==> src/rtl/captura_nota.sv <==
// Input capture for the note classifier. It synchronizes the button and note switches,
// debounces the button, and registers one note code per confirmed press.
module captura_nota #(
  parameter int DEBOUNCE_CYCLES = 500000
) (
  input  logic       Clk,
  input  logic       Reset,
  input  logic       Botao,
  input  logic       Tom_sw,
  input  logic       A_sw,
  input  logic       B_sw,
  input  logic       C_sw,
  output logic       Pronto,
  output logic       Tom_input,
  output logic       A_input,
  output logic       B_input,
  output logic       C_input,
  output logic       Fim_palavra,
  output logic [3:0] Num_notas
);

  localparam int CW = $clog2(DEBOUNCE_CYCLES) + 1;
  localparam logic [CW-1:0] CNT_LAST = CW'(DEBOUNCE_CYCLES - 1);

  localparam logic [1:0] IDLE        = 2'd0;
  localparam logic [1:0] DEB_PRESS   = 2'd1;
  localparam logic [1:0] PRESSED     = 2'd2;
  localparam logic [1:0] DEB_RELEASE = 2'd3;

  logic [1:0]    btnSync_q;
  logic [3:0]    noteMeta_q, noteSync_q;
  logic [1:0]    state_q, state_d;
  logic [CW-1:0] cnt_q, cnt_d;
  logic          pronto_q, pronto_d;
  logic          fim_q, fim_d;
  logic [3:0]    note_q, note_d;
  logic [3:0]    num_q, num_d;
  logic          bS;
  logic          capture;
  logic          isSeparator;

  assign bS          = btnSync_q[1];
  // Tom is deliberately excluded: only A, B and C decide a word separator.
  assign isSeparator = (noteSync_q[2:0] == 3'b000);

  always_comb begin
    state_d = state_q;
    cnt_d   = cnt_q;
    capture = 1'b0;
    case (state_q)
      IDLE: begin
        if (bS) begin
          state_d = DEB_PRESS;
          cnt_d   = '0;
        end
      end
      DEB_PRESS: begin
        if (!bS) begin
          state_d = IDLE;
          cnt_d   = '0;
        end else if (cnt_q == CNT_LAST) begin
          state_d = PRESSED;
          cnt_d   = '0;
          capture = 1'b1;
        end else begin
          cnt_d = cnt_q + CW'(1);
        end
      end
      PRESSED: begin
        if (!bS) begin
          state_d = DEB_RELEASE;
          cnt_d   = '0;
        end
      end
      DEB_RELEASE: begin
        if (bS) begin
          state_d = PRESSED;
          cnt_d   = '0;
        end else if (cnt_q == CNT_LAST) begin
          state_d = IDLE;
          cnt_d   = '0;
        end else begin
          cnt_d = cnt_q + CW'(1);
        end
      end
      default: begin
        state_d = IDLE;
        cnt_d   = '0;
      end
    endcase
  end

  always_comb begin
    pronto_d = capture;
    fim_d    = capture && isSeparator;
    note_d   = note_q;
    num_d    = num_q;
    if (capture) begin
      note_d = noteSync_q;
      if (isSeparator) begin
        num_d = 4'd0;
      end else if (num_q != 4'd15) begin
        num_d = num_q + 4'd1;
      end
    end
  end

  always_ff @(posedge Clk or posedge Reset) begin
    if (Reset) begin
      btnSync_q  <= '0;
      noteMeta_q <= '0;
      noteSync_q <= '0;
      state_q    <= IDLE;
      cnt_q      <= '0;
      pronto_q   <= 1'b0;
      fim_q      <= 1'b0;
      note_q     <= '0;
      num_q      <= '0;
    end else begin
      btnSync_q  <= {btnSync_q[0], Botao};
      noteMeta_q <= {Tom_sw, A_sw, B_sw, C_sw};
      noteSync_q <= noteMeta_q;
      state_q    <= state_d;
      cnt_q      <= cnt_d;
      pronto_q   <= pronto_d;
      fim_q      <= fim_d;
      note_q     <= note_d;
      num_q      <= num_d;
    end
  end

  assign Pronto      = pronto_q;
  assign Fim_palavra = fim_q;
  assign Tom_input   = note_q[3];
  assign A_input     = note_q[2];
  assign B_input     = note_q[1];
  assign C_input     = note_q[0];
  assign Num_notas   = num_q;

endmodule

==> config.mk <==
export PLATFORM = sky130hd
export DESIGN_NAME = captura_nota
export DESIGN_NICKNAME = d
export VERILOG_FILES = /design/src/rtl/captura_nota.sv
export SDC_FILE = /design/constraint.sdc
export NUM_CORES = 1
export LEC_CHECK = 0
export CORE_ASPECT_RATIO = 2
export CORE_MARGIN = 8
export CORE_UTILIZATION = 45
export DETAILED_ROUTE_END_ITERATION = 10
export HOLD_SLACK_MARGIN = 0.06
export SYNTH_ARGS = -nofsm -noshare
export SYNTH_HDL_FRONTEND = slang
export SYNTH_SLANG_ARGS = --single-unit
==> constraint.sdc <==
create_clock -name Clk -period 2.95 [get_ports Clk]
set_input_delay 0.59 -clock Clk [delete_from_list [all_inputs] [get_ports Clk]]
set_output_delay 0.59 -clock Clk [all_outputs]
set_load 0.02 [all_outputs]
* After elaboration in Yosys (flattened, before gate mapping) *
Cells that the tools add are included.

storage, ports and cells
  RAM bits = 0
  latch bits = 0
  memories kept = 0
  word-level logic and storage cells = 45
  memory bits (read-only) = 0
  output and inout port bits = 10
  register bits after elaboration = 42

cells by class
  bitwise logic cells = 0
  $mul = 0
  magnitude comparators = 0
  div/mod/pow operators = 0
  equal/unequal tests = 9
  add/subtract/negate cells = 2
  shift operators = 0
  mux-type cells = 18
  reduce and logical (&&, ||, !) cells = 7

operator list
  operator                 number
  $mux W20                 5
  $pmux W20 S4             1
  $add A20 B1 Y20 const B  1
  $eq A20 B19 Y1 const B   1
  $mux W2                  6
  $mux W4                  2
  $pmux W2 S4              1
  $ne A3 B3 Y1 const B     2
  $add A4 B1 Y4 const B    1
  $eq A2 B2 Y1 const B     2
  $ne A2 B2 Y1 const B     2
  $ne A4 B4 Y1 const B     1
  $reduce_and A2 Y1        2
  $reduce_and A4 Y1        1
  $logic_not A3 Y1         1
  $mux W1                  3
  $eq A2 B1 Y1 const B     1
  $logic_not A2 Y1         1
  $reduce_bool A2 Y1       1
  $logic_and A1 B1 Y1      1

* Longest topological paths before layout *
  depth after elaboration = 5
  gate-level depth with buffers = 7
  gate-level depth less buffers = 6

* Worst setup path after synthesis *
OpenSTA, ideal clock, no wires.

  path kind = register -> register
  start = register cnt_q[11]
  end = register note_q[3]
  path buffers = 2
  setup slack = 534 ps
  stages on the path, launching flop included = 7
  setup time = 127 ps
  arrival time = 2288 ps
  required time = 2823 ps
  path through = dfrtp_1 -> buf_6 -> or4_1 -> or4_4 -> nor4_4 -> buf_6 -> mux2_1

between the ends
  longest elaborated chain between the ends = 4

ends and longest elaborated chain
  what                    line  RTL
  start, declared         33    logic [CW-1:0] cnt_q, cnt_d;
  start signal, assigned  124   cnt_q <= cnt_d;
  $eq A20 B19 Y1          61    end else if (cnt_q == CNT_LAST) begin
  $mux W1                 61
  $mux W1                 58    if (!bS) begin
  $mux W1                 50    case (state_q)
  net capture             39    logic capture;
  end signal, assigned    127   note_q <= note_d;
  end, declared           36    logic [3:0] note_q, note_d;

The timed path passes the listed nets, and every way through them passes these cells.
A chain may end at the register's enable or synchronous reset.

* Final worst setup path *
  start = register cnt_q[7]
  end = register cnt_q[6]

between the ends
  longest elaborated chain between the ends = 4
  elaborated cells on any way between the ends = 5
  those cells by class = eq/ne: 1; mux: 4

ends and longest elaborated chain
  what                         line
  $eq A20 B19 Y1 (*)           61, 79
  $mux W20 (*)                 61, 79
  $mux W20 (on tied branches)  76, 58
  $pmux W20 S4 (*)             50

Every way passes the cells marked *; elsewhere a longest branch is shown, timed or not.

==> metrics.md <==
| Metric | Value |
|---|---|
| Core Region | 4300 um^2 |
| WL met3 | about 120 um |
| Cell row count | 34 |
| Total negative slack | 0 ns |
| YS warnings | 0 |
| Mean routed wirelength per cell | 15.9 um |
| Vias in the first global route | ~1500 |
| Max-Cap Viols | 0 |
| Largest net degree at the start of global routing | 43 |
| PwrDens | 613 nW/um^2 |
| Unrepaired setup endpoints after global routing | no |
| R2R Path Start | cnt_q[7] |
| Post-synthesis sequential area ratio | 0.530 |
| Most common cell in the netlist | dfrtp_1 |
| Hold Path End | btnSync_q[1] |
| Layout cells sized above 1 | 0.145 |
| Final Routed Wirelength | 4160 um |
| Achievable frequency | 0.386 GHz |
| Fin crit share | 0.877 |
| Fin Clk Skew | between 0.006 and 0.007 ns |
| Met1 wire length | about 1600 um |
| Arrival time at the worst endpoint | 2.77 ns |
| Area of the die | 6910 um^2 |
| Buffers added on ports | 16 |
| Met2 wire len | approximately 2300 um |
| Net count after synthesis | between 150 and 200 |
| Global router's overall resource usage | 0.126 |
| Most area-hungry cell type in the Yosys netlist | dfrtp_1 |
| Status | complete, no violations |
| Top FF cell, synth | dfrtp_1 |
| Final hold violations | 0 |
| R2R depth | 6 |
| Tightest Pin Transition | slightly above 1 ns |
| Final worst setup slack | ~0.36 ns |
| Final ANT Viol Nets | 0 |
| Worst-Skew Late Latency | between 0.2 and 0.3 ns |
| Static leakage | 0.986 nW |
| Clk slew on worst S/H paths | ~0.080 ns |
| HP Class | reg -> reg |
| Crit start category | flop |
| # setup viols final | 0 |
| Worst Path Required | 3.13 ns |
| Hold Buf Count CTS | 0 |
| Hold depth | 0 |
| Nets | 215 |
| Max Root-Sink Buffers | 2 |
| Pwr Total | 1.40 mW |
| Dpl hpwl | 3060 um |
| Pins Over Slew Limit | 0 |
| Max VDD drop | 0.449 mV |
| Syn Inst Count | 185 |
| Area Growth Syn to Fin | 15.0% |
| Relative slew slack | 0.326 |
| # diodes | 0 |
| Root Driver | clkbuf_8 |
| Reg2reg setup slack | 0.36 ns |
| H-tree depth | 2 |
| Synthesized flop and latch total | 42 |
| WS Path Type | reg -> reg |
| Worst hold start | btnSync_q[0] |
| Dpl ws | roughly 0.35 ns |
| I/O Pins | 17 |
| Die H | 110 um |
| Share of async-settable or async-resettable flops after synthesis | 1.00 |
| Synthesized area | 1980 um^2 |
| Post-synthesis area per instance | 10.7 um^2 |
| Initial Utilization | 0.461 |
| Reg-to-reg critical path endpoint | cnt_q[6] |
| Num CTS Buffers | 5 |
| Cts repair resizes | 0 |
| Netlist cell types | between 40 and 50 |
| Number of remaining DRC errors | 0 |
| Post-synth EDFFs | 0 |
| Post-layout min period | 2.59 ns |
| Fin util | 0.530 |
| DR vias/cell | 5.57 |
| Top cells by area, synth | dfrtp_1, a21oi_1, nand3_1 |
| Highest Signal Layer | met4 |
| Gpl congestion | 0.919 |
| Post-synth top cells | dfrtp_1, a21oi_1, nand3_1, o21ai_0 |
| Initial antenna violation count | 0 |
| First-pass GRT wire length | 6880 um |
| CTS tree | yes |
| Die X | 62.9 um |
| Vias | 1453 |
| CP endpoint kind | flop |
| Grt ovf | 0 |
| Setup bufs post-CTS | 0 |
| Critical Path Fanout Max | 10 |
| Drt initial violations | 66 |
| TritonCTS Sinks | 42 |
| Post-synth top area share | 0.530 |
| Drt first pass iters | 4 |
==> where the power goes <==
| part | internal, mW | switching, mW |
|---|---|---|
| logic | 0.136 | 0.232 |
| registers | 0.611 | 0.0342 |
| clock network | 0.188 | 0.196 |
==> registers in the layout (all words and copies together) (netlist names), named ones only <==
signal	cells
state_q	1
noteMeta_q	4
Num_notas	4
Fim_palavra	1
Pronto	1
noteSync_q	4
btnSync_q	2
note_q	4
cnt_q	20
==> cell families after synthesis <==
logic type	count (synthesis)	synth area share
mux	7	0.0404
simple gates	70	0.213
xor+xnor	1	0.00442
buf+inv	16	0.0455
fa+ha+maj	2	0.0126
flops	42	0.530
compound gates	47	0.153
==> worst max-delay path by stage <==
stage	slack [ns]	to	cells past startpoint	start
finish	0.36	cnt_q[6]	6	cnt_q[7]
detailed placement	0.35	note_q[3]	5	cnt_q[7]
floorplan	0.53	note_q[3]	6	cnt_q[11]
global placement	0.41	note_q[3]	5	cnt_q[7]
global route	0.24	cnt_q[6]	6	cnt_q[7]
CTS	0.34	note_q[3]	5	cnt_q[7]
==> critical path, cell delays in order, from the launching register on <==
cell and delay (ns):
dfrtp_1 0.45, or4_1 0.53, or4_4 0.57, o31ai_4 0.37, buf_4 0.26, o21ai_0 0.11, a22o_1 0.18
==> cell type report <==
cell class / instances / area [um^2]
clock buffers: 6 / 82.6
well taps: 54 / 67.6
fillers: 379 / 2020
multi-input cells: 127 / 841
repair buffers: 19 / 183
inverters: 11 / 41.3
clock inverters: 2 / 12.5
flip-flops and latches: 42 / 1050
==> stage by stage <==
stage                     cells  area [um^2]  hold WS, ns
after floorplan             185         1980        0.331
after global placement      253         2180        0.335
after detailed placement    253         2180        0.337
after CTS                   261         2280        0.358
after global routing        261         2280        0.360
final                       261         2280        0.358
==> per-layer routing <==
layer | up-vias | GRT usage
li1 | 711 | -
met2 | 23 | 0.250
met1 | 710 | 0.114
met5 | - | 0
met4 | 0 | 0.0624
met3 | 9 | 0.0316
==> placed cells by master (no fill, tap or decap), types with 5 or more instances in the layout <==
cell type / count
or3_2: 6
nand3_1: 12
nor3_1: 5
inv_1: 11
o21ai_0: 12
a21oi_1: 13
clkbuf_8: 6
dfrtp_1: 42
nand2_1: 11
nand4_1: 6
nor2_1: 8
a21o_1: 6
clkdlybuf4s50_1: 16
Note: power is estimated with default switching activity, not from simulation.
